===== config.mk =====
export PLATFORM = sky130hd
export DESIGN_NAME = imm_operand_stage_flat
export DESIGN_NICKNAME = d
export VERILOG_FILES = /design/src/rtl/imm_pkg.sv /design/src/rtl/imm_operand_stage_if.sv /design/src/rtl/imm_decode.sv /design/src/rtl/imm_operand_stage.sv /design/src/flat_wrapper.sv
export SDC_FILE = /design/constraint.sdc
export NUM_CORES = 1
export LEC_CHECK = 0
export CORE_AREA = 2 2 101 103
export CTS_BUF_LIST = sky130_fd_sc_hd__clkbuf_4 sky130_fd_sc_hd__clkbuf_8
export DETAILED_ROUTE_END_ITERATION = 6
export DIE_AREA = 0 0 103 105
export GPL_TIMING_DRIVEN = 0
export PLACE_DENSITY = 0.73
export SYNTH_ARGS = -nofsm -noshare
export SYNTH_HDL_FRONTEND = slang
export SYNTH_SLANG_ARGS = --single-unit

===== constraint.sdc =====
create_clock -name clock -period 2 [get_ports clock]
set_clock_uncertainty 0.1 [all_clocks]
set_input_delay 0.4 -clock clock [delete_from_list [all_inputs] [get_ports clock]]
set_output_delay 0.4 -clock clock [all_outputs]
set_load 0.02 [all_outputs]

===== src/rtl/imm_pkg.sv =====
// Shared definitions for the execute-stage immediate/operand-B generator.
package imm_pkg;

    localparam int IMM_IN_W = 25;

    typedef enum logic [2:0] {
        IMM_I   = 3'b000,
        IMM_IU  = 3'b001,
        IMM_S   = 3'b010,
        IMM_U   = 3'b011,
        IMM_B   = 3'b100,
        IMM_J   = 3'b101,
        IMM_Z   = 3'b110,
        IMM_RSV = 3'b111
    } imm_fmt_e;

endpackage


===== src/rtl/imm_operand_stage_if.sv =====
// Decode-to-execute operand bus: upstream entry fields plus the downstream result.
interface imm_operand_stage_if
    import imm_pkg::*;
#(
    parameter int XLEN = 32
) ();

    logic                in_valid;
    logic                in_ready;
    logic                use_reg;
    logic [2:0]          imm_sel;
    logic [IMM_IN_W-1:0] imm;
    logic [XLEN-1:0]     rs2;
    logic                out_valid;
    logic                out_ready;
    logic [XLEN-1:0]     result;
    logic                out_illegal;

    // master is the decode side feeding entries and consuming results
    modport master (
        output in_valid, use_reg, imm_sel, imm, rs2, out_ready,
        input  in_ready, out_valid, result, out_illegal
    );

    modport slave (
        input  in_valid, use_reg, imm_sel, imm, rs2, out_ready,
        output in_ready, out_valid, result, out_illegal
    );

endinterface


===== src/rtl/imm_decode.sv =====
// Combinational RV immediate reassembly from instr[31:7], or rs2 pass-through.
module imm_decode
    import imm_pkg::*;
#(
    parameter int XLEN = 32
) (
    input  logic [IMM_IN_W-1:0] imm,
    input  logic [2:0]          imm_sel,
    input  logic                use_reg,
    input  logic [XLEN-1:0]     rs2,
    output logic [XLEN-1:0]     value,
    output logic                illegal
);

    logic signed [11:0] i_imm;
    logic signed [11:0] s_imm;
    logic signed [31:0] u_imm;
    logic signed [12:0] b_imm;
    logic signed [20:0] j_imm;

    // imm[k] is instr[k+7], so instr[31] lands on imm[24]
    assign i_imm = imm[24:13];
    assign s_imm = {imm[24:18], imm[4:0]};
    assign u_imm = {imm[24:5], 12'b0};
    assign b_imm = {imm[24], imm[0], imm[23:18], imm[4:1], 1'b0};
    assign j_imm = {imm[24], imm[12:5], imm[13], imm[23:14], 1'b0};

    always_comb begin
        value   = '0;
        illegal = 1'b0;
        if (use_reg) begin
            value = rs2;
        end else begin
            case (imm_fmt_e'(imm_sel))
                IMM_I:   value = XLEN'(i_imm);
                IMM_IU:  value = XLEN'(imm[24:13]);
                IMM_S:   value = XLEN'(s_imm);
                IMM_U:   value = XLEN'(u_imm);
                IMM_B:   value = XLEN'(b_imm);
                IMM_J:   value = XLEN'(j_imm);
                IMM_Z:   value = XLEN'(imm[12:8]);
                default: illegal = 1'b1;
            endcase
        end
    end

endmodule


===== src/rtl/imm_operand_stage.sv =====
// Registered operand-B stage: decodes on the input side, then an output register
// backed by an optional skid entry so decode keeps full throughput under back-pressure.
module imm_operand_stage
    import imm_pkg::*;
#(
    parameter int XLEN    = 32,
    parameter bit SKID_EN = 1'b1
) (
    input  logic                 clock,
    input  logic                 nReset,
    input  logic                 flush,
    imm_operand_stage_if.slave   bus
);

    logic [XLEN-1:0] dec_value;
    logic            dec_illegal;

    logic            out_valid_q;
    logic [XLEN-1:0] out_data_q;
    logic            out_ill_q;
    logic            skid_full_q;
    logic [XLEN-1:0] skid_data_q;
    logic            skid_ill_q;

    logic            in_xfer;
    logic            out_xfer;
    logic            load_out;

    imm_decode #(.XLEN(XLEN)) u_decode (
        .imm     (bus.imm),
        .imm_sel (bus.imm_sel),
        .use_reg (bus.use_reg),
        .rs2     (bus.rs2),
        .value   (dec_value),
        .illegal (dec_illegal)
    );

    // With the skid enabled in_ready depends only on state, cutting the
    // combinational out_ready -> in_ready path back into decode.
    generate
        if (SKID_EN) begin : g_skid_ready
            assign bus.in_ready = ~skid_full_q;
        end else begin : g_pipe_ready
            assign bus.in_ready = bus.out_ready | ~out_valid_q;
        end
    endgenerate

    assign in_xfer  = bus.in_valid & bus.in_ready;
    assign out_xfer = out_valid_q & bus.out_ready;
    assign load_out = ~out_valid_q | out_xfer;

    always_ff @(posedge clock or negedge nReset) begin
        if (!nReset) begin
            out_valid_q <= 1'b0;
            out_data_q  <= '0;
            out_ill_q   <= 1'b0;
            skid_full_q <= 1'b0;
            skid_data_q <= '0;
            skid_ill_q  <= 1'b0;
        end else if (flush) begin
            out_valid_q <= 1'b0;
            skid_full_q <= 1'b0;
        end else if (load_out) begin
            // The skid entry is older than anything on the input, so it drains first.
            if (skid_full_q) begin
                out_valid_q <= 1'b1;
                out_data_q  <= skid_data_q;
                out_ill_q   <= skid_ill_q;
                skid_full_q <= 1'b0;
            end else if (in_xfer) begin
                out_valid_q <= 1'b1;
                out_data_q  <= dec_value;
                out_ill_q   <= dec_illegal;
            end else begin
                out_valid_q <= 1'b0;
            end
        end else if (in_xfer && SKID_EN) begin
            skid_full_q <= 1'b1;
            skid_data_q <= dec_value;
            skid_ill_q  <= dec_illegal;
        end
    end

    assign bus.out_valid   = out_valid_q;
    assign bus.result      = out_data_q;
    assign bus.out_illegal = out_ill_q;

endmodule

===== src/flat_wrapper.sv =====
// flat-port wrapper written by rule: the top's interface ports become plain ports
module imm_operand_stage_flat import imm_pkg::*;
#(
    parameter int XLEN    = 32,
    parameter bit SKID_EN = 1'b1
)
  (clock, nReset, flush, bus_in_valid, bus_use_reg, bus_imm_sel, bus_imm, bus_rs2, bus_out_ready, bus_in_ready, bus_out_valid, bus_result, bus_out_illegal);
  imm_operand_stage_if #(.XLEN(XLEN)) bus_i ();
  input  logic clock;
  input  logic nReset;
  input  logic flush;
  input wire logic [$bits(bus_i.in_valid)-1:0] bus_in_valid;
  input wire logic [$bits(bus_i.use_reg)-1:0] bus_use_reg;
  input wire logic [$bits(bus_i.imm_sel)-1:0] bus_imm_sel;
  input wire logic [$bits(bus_i.imm)-1:0] bus_imm;
  input wire logic [$bits(bus_i.rs2)-1:0] bus_rs2;
  input wire logic [$bits(bus_i.out_ready)-1:0] bus_out_ready;
  output wire logic [$bits(bus_i.in_ready)-1:0] bus_in_ready;
  output wire logic [$bits(bus_i.out_valid)-1:0] bus_out_valid;
  output wire logic [$bits(bus_i.result)-1:0] bus_result;
  output wire logic [$bits(bus_i.out_illegal)-1:0] bus_out_illegal;
  assign bus_i.in_valid = bus_in_valid;
  assign bus_i.use_reg = bus_use_reg;
  assign bus_i.imm_sel = bus_imm_sel;
  assign bus_i.imm = bus_imm;
  assign bus_i.rs2 = bus_rs2;
  assign bus_i.out_ready = bus_out_ready;
  assign bus_in_ready = bus_i.in_ready;
  assign bus_out_valid = bus_i.out_valid;
  assign bus_result = bus_i.result;
  assign bus_out_illegal = bus_i.out_illegal;
  imm_operand_stage #(.XLEN(XLEN), .SKID_EN(SKID_EN)) u_core (.clock(clock), .nReset(nReset), .flush(flush), .bus(bus_i));
endmodule

==> impl_results.md, run 1 <==
- Largest area contributor in the netlist: dfrtp_1
- Fin nets: 598
- YS warnings: 0
- TNS Setup: 0 ns
- CP arrival: 2.12 ns
- Final Power: between 0.004 and 0.005 W
- Clock period minus worst slack: 1.94 ns
- Layout area overhead: 39.2%
- Wire per inst: 18.0 um
- Antenna Cells: 0
- Die width: 103 um
- EDFF count, synth: 0
- Post-DP HPWL: between 8000 and 9000 um
- Count of pins over their slew limit: 0
- Fmax: approximately 0.51 GHz
- Post-Route WL: roughly 12000 um
- First drt pass iteration count: 5
- WS Path Type: in -> reg
- Avg Vias per Cell: between 5 and 6
- Rows: 36
- Final setup violation count: 0
- Setup slack after layout: ~0.057 ns
- Global placer's final weighted congestion: 0.868
- TritonCTS Buffers: 9
- Iteration-0 DRC Markers: roughly 230
- Slew of the pin with the lowest slew margin: 0.880 ns
- Vias: 3747
- # clock sinks: roughly 70
- HP Class: in -> async
- Max Cap Viol: 0
- Clk buf depth: 2
- CTS root buffer: clkbuf_8
- Synth async-reset ratio: 100%
- Sequential area share after synthesis: a little under half
- Vias in the first global route: between 3000 and 4000
- Placeable Area: approximately 9600 sq um
- Max VDD drop: between 400 and 500 uV
- Initial Utilization: between 30% and 40%
- Chip height: 105 um
- Cell Count, Final, Fillers Out: 670
- Reg clk slew, reported paths: roughly 0.080 ns
- Synth Cell Area: 3770 sq um
- Dpl ws: -0.583 ns
- Slew headroom: between 40% and 50%
- TritonCTS clock tree: done
- Area contributors post-synth: dfrtp_1, o21ai_0, nand2_1
- Main synth FF type: dfrtp_1
- Pin count of the biggest net entering global routing: 69
- Average cell area after synthesis: 8.95 sq um
- Initial antenna violation count: 0
- Synth Net Count: 487
- CP max FO: 10
- Required time of the critical path: 2.18 ns
- Die area: around 11000 sq um
- Global route overflow: 0
- I/O Buffers: 100
- GRT Total Usage: 22.8%
- Synthesized flop and latch total: 68
- First-pass GRT wire length: about 19000 um
- Num ports: 101
- Htree depth: 3
- Status: complete, no violations
- Final antenna-violating net count: 0
- Power per Cell Area: around 840 nW/um^2
- Final hold slack: 0.0748 ns
- Endpoint class of the critical path: flop
- Static Leak: between 2 and 2.5 nW
- Commonest cells in the netlist: dfrtp_1, nand2_1, o21ai_0, a21oi_1, clkbuf_1
- Most numerous cell in the Yosys netlist: dfrtp_1
- Endpoints failing hold: 0
- Period Utilization, post-route: 97.2%
- Synth unique cells: 41
- Worst skew pair latency: 0.35 ns
- Placed instance count: 654
- Layout cells sized above 1: around an eighth
- Startpoint types: input port
- Mapped Cells: about 420
- RSZ-0062 raised after global routing: yes
- DRC Markers: 0
- Synth top area share: between 40% and 50%
-- report_power, final --
part           internal [W]  leakage, nW  switching (W)  total [W]
Sequential          0.00164        0.847       0.000149    0.00179
Combinational      0.000571         1.18       0.000588    0.00116
Clock              0.000901        0.126       0.000564    0.00147
Total               0.00312         2.15        0.00130    0.00442
-- cell families after synthesis --
group / count (synthesis) / share of synthesized area, %
simple gates: 120 / 15.1
flops: 68 / 45.2
buf+inv: 44 / 5.68
mux: 11 / 3.12
compound gates: 178 / 31.0
-- critical path: stages --
cell             delay [ns]
clkdlybuf4s50_1        0.45
buf_4                  0.20
or4b_2                 0.64
o311ai_1               0.14
o211ai_1               0.17
nand2_1                0.12
-- area by class of cell --
cell class,count,area (sq um)
fillers,932,4400
multi-input cells,309,1870
flip-flops and latches,68,1700
repair buffers,100,996
plain buffers,38,228
well taps,133,166
clock buffers,11,151
clock inverters,5,106
inverters,6,22.5
-- final timing paths --
check	startpoint	end	slack [ns]	cells after the start
min	nReset	u_core.skid_data_q[12]	0.07	1
max reg2reg	u_core.skid_full_q	u_core.bus.result[0]	0.11	5
min in group clock	u_core.skid_data_q[21]	u_core.skid_data_q[21]	0.38	2
max in group asynchronous	nReset	u_core.skid_full_q	1.11	1
max	bus_imm_sel[2]	u_core.bus.result[0]	0.06	6
min reg2reg	u_core.skid_data_q[21]	u_core.skid_data_q[21]	0.38	2
-- sequential cells by signal, summed over array words and instances (netlist names) --
register / flops
u_core.bus.out_illegal: 1
u_core.bus.out_valid: 1
u_core.bus.result: 32
u_core.skid_data_q: 32
u_core.skid_full_q: 1
u_core.skid_ill_q: 1
-- cells in the final DEF, fill, tap and decap left out, drive strengths merged, types with 5 or more instances in the layout --
cell type and instances:
a211o 11, a32oi 8, mux2i 5, o32ai 14, and2 7, nand2b 16
inv 7, buf 22, a22o 7, o21a 6, clkbuf 29, nand2 66
a22oi 8, nor2 8, o21ai 53, nor3 9, a21o 7, dfrtp 68
clkdlybuf4s50 98, a21oi 34, a31oi 13, mux2 6
-- metal layers --
layer / share of wire (%) / routed length, um / vias up / track usage [%]
li1: - / - / 1774 / -
met1: 44 / 5280 / 1811 / 31.9
met2: 49 / 5910 / 144 / 35.3
met3: 5.6 / 682 / 18 / 3.68
met4: 1.6 / 193 / 0 / 8.08
met5: 0 / 0 / - / 0
-- what timing repair did --
item | 4_1_cts | 5_1_grt
hold buffers | 0 | 0
endpoints found under the setup margin | 30 | 41
pin swaps | 0 | 1
gates resized for setup | 19 | 27
setup buffers | 0 | 0
-- metrics by stage --
stage	util, %	area, sq um
detailed placement	51.2	4930
global route	54.4	5240
CTS	54.0	5210
floorplan	-	3770
global placement	51.2	4930
finish	54.4	5240
(Power assumes the default switching activity.)
==> run 2: changes to the inputs <==
--- a/config.mk
+++ b/config.mk
@@ -5,12 +5,15 @@
 export SDC_FILE = /design/constraint.sdc
 export NUM_CORES = 1
 export LEC_CHECK = 0
-export CORE_AREA = 2 2 101 103
+export CAP_MARGIN = 25
+export CELL_PAD_IN_SITES_DETAIL_PLACEMENT = 2
+export CELL_PAD_IN_SITES_GLOBAL_PLACEMENT = 2
+export CORE_AREA = 2 2 116 118
 export CTS_BUF_LIST = sky130_fd_sc_hd__clkbuf_4 sky130_fd_sc_hd__clkbuf_8
 export DETAILED_ROUTE_END_ITERATION = 6
-export DIE_AREA = 0 0 103 105
+export DIE_AREA = 0 0 118 120
 export GPL_TIMING_DRIVEN = 0
-export PLACE_DENSITY = 0.73
+export PLACE_DENSITY = 0.89
 export SYNTH_ARGS = -nofsm -noshare
 export SYNTH_HDL_FRONTEND = slang
 export SYNTH_SLANG_ARGS = --single-unit
==> impl_results.md, run 2 (same netlist as run 1, synthesis figures left out) <==
- TritonCTS clock tree: done
- Commonest non-fill, non-tap cell in the layout: clkdlybuf4s50_1
- Wire per inst: 23.6 um (+31%)
- Buf/Inv on CP: 3 (+1)
- Global route overflow: 0 (unchanged)
- Iteration-0 DRC Markers: 205 (-12%)
- Reg clk slew, reported paths: 0.08 ns (about the same)
- First drt pass iteration count: 5 (unchanged)
- CP max FO: 10 (unchanged)
- DRC Markers: 0 (unchanged)
- Critical Path Start: bus_imm_sel[0]
- Max VDD drop: 365 uV (-11%)
- Clock period minus worst slack: 2.00 ns (+0.0559 ns)
- I/O Buffers: 100 (unchanged)
- Pin count of the biggest net entering global routing: 69 (unchanged)
- Status: complete, no violations
- Slew headroom: 62.5% (+21 points)
- Power per Cell Area: 799 nW/um^2 (-5.1%)
- Required time of the critical path: 2.17 ns (about the same)
- Die area: 14200 sq um (+31%)
- WS Path Type: in -> reg
- Post-DP HPWL: 11500 um (+32%)
- Slew of the pin with the lowest slew margin: 0.563 ns (-0.318 ns)
- Family with the most delay on the worst path: buffers and inverters
- Antenna Cells: 0 (unchanged)
- Post-Route WL: 17100 um (+41%)
- Layout area overhead: 42.7%
- Static Leak: 2.20 nW (+2.2%)
- Slowest-stage cell, CP: clkdlybuf4s50_1
- Fin nets: 606 (+1.3%)
- CTS root buffer: clkbuf_8
- Reg2reg start: u_core.bus.out_valid
- Global placer's final weighted congestion: 0.821 (-5.4%)
- GRT Total Usage: 23.0% (+0.19 points)
- TritonCTS Buffers: 9 (unchanged)
- Vias in the first global route: 4480 (+21%)
- Max Cap Viol: 0 (unchanged)
- Layout cells sized above 1: 14.3% (+1.8 points)
- Worst skew pair latency: 0.37 ns (+0.02 ns)
- Final setup violation count: 0 (unchanged)
- Endpoint class of the critical path: flop
- Vias: 3998 (+6.7%)
- Final antenna-violating net count: 0 (unchanged)
- First-pass GRT wire length: 25300 um (+32%)
- Initial Utilization: 29.0% (-10 points)
- Period Utilization, post-route: 100% (+2.8 points)
- Fmax: 0.500 GHz (-2.8%)
- CP max stage delay: 0.58 ns (-0.06 ns)
- Setup slack after layout: 0.000903 ns (-0.0559 ns)
- Count of pins over their slew limit: 0 (unchanged)
- Clk buf depth: 2 (unchanged)
- Hold_sp: u_core.skid_data_q[23]
- CP arrival: 2.17 ns (+0.05 ns)
- Htree depth: 3 (unchanged)
- Chip height: 120 um (+14%)
- HP Class: reg -> reg
- Final hold slack: 0.385 ns (+0.310 ns)
- Rows: 42 (+17%)
- Most frequent cells in the layout: clkdlybuf4s50_1, dfrtp_1, nand2_1
- Placeable Area: 13000 sq um (+35%)
- Num ports: 101 (unchanged)
- Startpoint types: input port
- # clock sinks: 68 (unchanged)
- Die width: 118 um (+15%)
- Endpoints failing hold: 0 (unchanged)
- Avg Vias per Cell: 5.55 (-0.85%)
- Initial antenna violation count: 0 (unchanged)
- Crit-path cells: clkdlybuf4s50_1, buf_4, nand2_1, nor3_4, buf_4, a21oi_1, a21oi_1
- Dpl ws: -0.745 ns (-0.161 ns)
[run 2: worst paths after layout]
check                                    endpoint  slack (ns)  depth (start not counted)
max                         u_core.bus.result[20]      0.0009                          7
min                        u_core.skid_data_q[23]        0.38                          2
max reg2reg                 u_core.bus.result[18]        0.06                          6
min reg2reg                u_core.skid_data_q[23]        0.38                          2
max in group asynchronous   u_core.skid_data_q[3]        1.02                          3
min in group asynchronous    u_core.bus.result[8]        0.50                          3
[run 2: layout make-up]
class / instances / area (sq um)
Inverter: 6 / 22.5
Timing Repair Buffer: 108 / 1080
Clock inverter: 7 / 73.8
Multi-Input combinational cell: 309 / 1910
Tap cell: 176 / 220
Buffer: 38 / 241
Clock buffer: 9 / 124
Sequential cell: 68 / 1700
Fill cell: 1430 / 7610
[run 2: metal layers]
metal	part of all wire [%]	wire, um	GRT usage [%]
met1	42	7130	27.5
met2	53	8960	41.9
met3	3.6	613	3.23
met4	2.0	342	8.13
met5	0	0	0
[run 2: worst min-delay path, stage by stage (launching register included)]
cell     delay [ns]
dfrtp_1        0.34
nand2_1        0.05
o21ai_0        0.06
[run 2: per-stage QoR]
| stage | area, sq um | instances | power (W) | utilization [%] | TNS (ns) |
|---|---|---|---|---|---|
| detailed placement | 5010 | 698 | 0.00303 | 38.6 | -30.73 |
| floorplan | 3770 | 421 | 0.00239 | - | 0 |
| CTS | 5300 | 717 | 0.00426 | 40.9 | 0 |
| global route | 5370 | 721 | 0.00448 | 41.4 | -0.558 |
| finish | 5370 | 721 | 0.00429 | 41.4 | 0 |
| global placement | 4990 | 697 | 0.00295 | 38.4 | -163.61 |
[run 2: power by group]
| group | switching (W) | internal, W | total [W] |
|---|---|---|---|
| clock | 0.000628 | 0.000583 | 0.00121 |
| combinational | 0.000672 | 0.000590 | 0.00126 |
| sequential | 0.000177 | 0.00164 | 0.00182 |
[run 2: repair_timing]
action,in CTS,in global routing
setup buffers,2,4
endpoints found under the hold margin,68,0
endpoints found under the setup margin,55,32
gates resized for setup,39,14
hold buffers,1,0
pin swaps,2,1
==> run 3: changes to the inputs <==
--- a/config.mk
+++ b/config.mk
@@ -14,6 +14,7 @@
 export DIE_AREA = 0 0 118 120
 export GPL_TIMING_DRIVEN = 0
 export PLACE_DENSITY = 0.89
+export SKIP_LAST_GASP = 1
 export SYNTH_ARGS = -nofsm -noshare
 export SYNTH_HDL_FRONTEND = slang
 export SYNTH_SLANG_ARGS = --single-unit
==> impl_results.md, run 3 (same netlist as run 1, synthesis figures left out) <==
- DRC Markers: 0 (unchanged)
- Startpoint types: flop
- Post-DP HPWL: 11500 um (unchanged)
- Placed instance count: 698 (unchanged)
- CTS root buffer: clkbuf_8
- WS Path Type: reg -> out
- Vias: 4127 (+3.2%)
- Endpoints failing hold: 0 (unchanged)
- Max Cap Viol: 0 (unchanged)
- Die width: 118 um (unchanged)
- TritonCTS clock tree: done
- Num ports: 101 (unchanged)
- GRT met3 Usage: 3.23% (unchanged)
- Global route overflow: 0 (unchanged)
- Iteration-0 DRC Markers: 239 (+17%)
- Worst hold path depth: 2 (unchanged)
- GRT Total Usage: 23.0% (unchanged)
- Gr busiest metal: met2
- Cell Count, Final, Fillers Out: 721 (unchanged)
- Fmax: 0.504 GHz (+0.70%)
- Post-Route WL: 17400 um (+2.3%)
- Final hold slack: 0.381 ns (-0.00405 ns)
- Htree depth: 3 (unchanged)
- Rows: 42 (unchanged)
- Fin nets: 606 (unchanged)
- Final antenna-violating net count: 0 (unchanged)
- Layout area overhead: 42.4%
- Count of pins over their slew limit: 0 (unchanged)
- Commonest non-fill, non-tap cell in the layout: clkdlybuf4s50_1
- Reg2Reg Depth: 6 (unchanged)
- Clk buf depth: 2 (unchanged)
- Wire per inst: 24.2 um (+2.3%)
- Slew headroom: 62.2% (-0.29 points)
- Met2 GRT Util: 41.9% (unchanged)
- HP Class: reg -> reg
- RSZ-0062 raised after global routing: yes
- CP arrival: 1.49 ns (-0.68 ns)
- Pin count of the biggest net entering global routing: 69 (unchanged)
- Required time of the critical path: 1.50 ns (-0.67 ns)
- Power per Cell Area: 804 nW/um^2 (+0.63%)
- Die area: 14200 sq um (unchanged)
- Slew of the pin with the lowest slew margin: 0.567 ns (+0.00439 ns)
- Antenna Cells: 0 (unchanged)
- I/O Buffers: 100 (unchanged)
- Initial antenna violation count: 0 (unchanged)
- CP max FO: 10 (unchanged)
- Final Power: 0.00431 W (+0.42%)
- Chip height: 120 um (unchanged)
- TritonCTS Buffers: 9 (unchanged)
- Status: complete, no violations
- Initial Utilization: 29.0% (unchanged)
- Global placer's final weighted congestion: 0.821 (unchanged)
- Clock period minus worst slack: 1.99 ns (-0.0138 ns)
- Final setup violation count: 0 (unchanged)
- # clock sinks: 68 (unchanged)
- Period Utilization, post-route: 99.3% (-0.69 points)
- First-pass GRT wire length: 25300 um (unchanged)
- Placeable Area: 13000 sq um (unchanged)
- Vias in the first global route: 4479 (-0.022%)
- Avg Vias per Cell: 5.72 (+3.2%)
- Endpoint class of the critical path: primary output
- Max VDD drop: 313 uV (-14%)
- Layout cells sized above 1: 14.3% (unchanged)
- Static Leak: 2.20 nW (-0.12%)
- Worst skew pair latency: 0.38 ns (about the same)
- Reg clk slew, reported paths: 0.11 ns (+0.03 ns)
- Most frequent cells in the layout: clkdlybuf4s50_1, dfrtp_1, nand2_1
- Grt met1 use: 27.5% (unchanged)
- First drt pass iteration count: 5 (unchanged)
[run 3: cell types whose count changed in the layout (fill, tap and decap cells not counted)]
cell     before  now
a31oi_4       1    0
o21ai_1       3    4
a31oi_2       0    1
buf_2        14   15
o21ai_0      50   49
buf_4        12   11
[run 3: worst max-delay path, cell delays in order, from the launching register on]
cell and delay (ns):
dfrtp_2 0.44, buf_4 0.19, inv_1 0.10, clkbuf_8 0.19
buf_2 0.18
[run 3: timing repair]
item	4_1_cts	5_1_grt
setup endpoints to repair	55	32
pin swaps	2	1
gates cloned	0	0
hold endpoints to repair	68	0
setup buffers	2	4
hold buffers	1	0
resized for setup	37	15
[run 3: final timing paths]
| kind | startpoint | slack, ns | endpoint |
|---|---|---|---|
| max | u_core.skid_full_q | 0.01 | bus_in_ready |
| min | u_core.skid_data_q[23] | 0.38 | u_core.skid_data_q[23] |
| max reg2reg | u_core.bus.out_valid | 0.04 | u_core.bus.result[18] |
| min reg2reg | u_core.skid_data_q[23] | 0.38 | u_core.skid_data_q[23] |
| max in group asynchronous | nReset | 1.01 | u_core.skid_data_q[3] |
| min in group asynchronous | nReset | 0.48 | u_core.bus.result[8] |
[run 3: through the flow]
stage                     TNS (ns)  utilization [%]  setup WS, ns  instance area [sq um]
after floorplan                  0                -         0.255                   3770
after global placement     -163.61             38.4         -2.03                   4990
after detailed placement    -30.73             38.6        -0.745                   5010
after CTS                  -0.0955             40.9       -0.0955                   5310
after global routing        -0.273             41.3       -0.0576                   5360
final                            0             41.3        0.0147                   5360
[run 3: metal layers]
layer	part of all wire [%]	wire, um
met1	40	6990
met2	52	8980
met3	4.7	818
met4	3.7	643
met5	0	0
[run 3: power by group]
group / leakage, nW / switching [W] / internal, W
Sequential: 0.847 / 0.000179 / 0.00164
Clock: 0.100 / 0.000632 / 0.000583
Combinational: 1.25 / 0.000686 / 0.000589
Total: 2.20 / 0.00150 / 0.00281
[run 3: final cells by class]
type                       instances  area, sq um
buffer                            38          241
clock buffer                       9          124
clock inverter                     7         73.8
fill                            1421         7620
inverter                           6         22.5
multi-input combinational        309         1900
sequential                        68         1700
tap                              176          220
timing repair buffer             108         1080
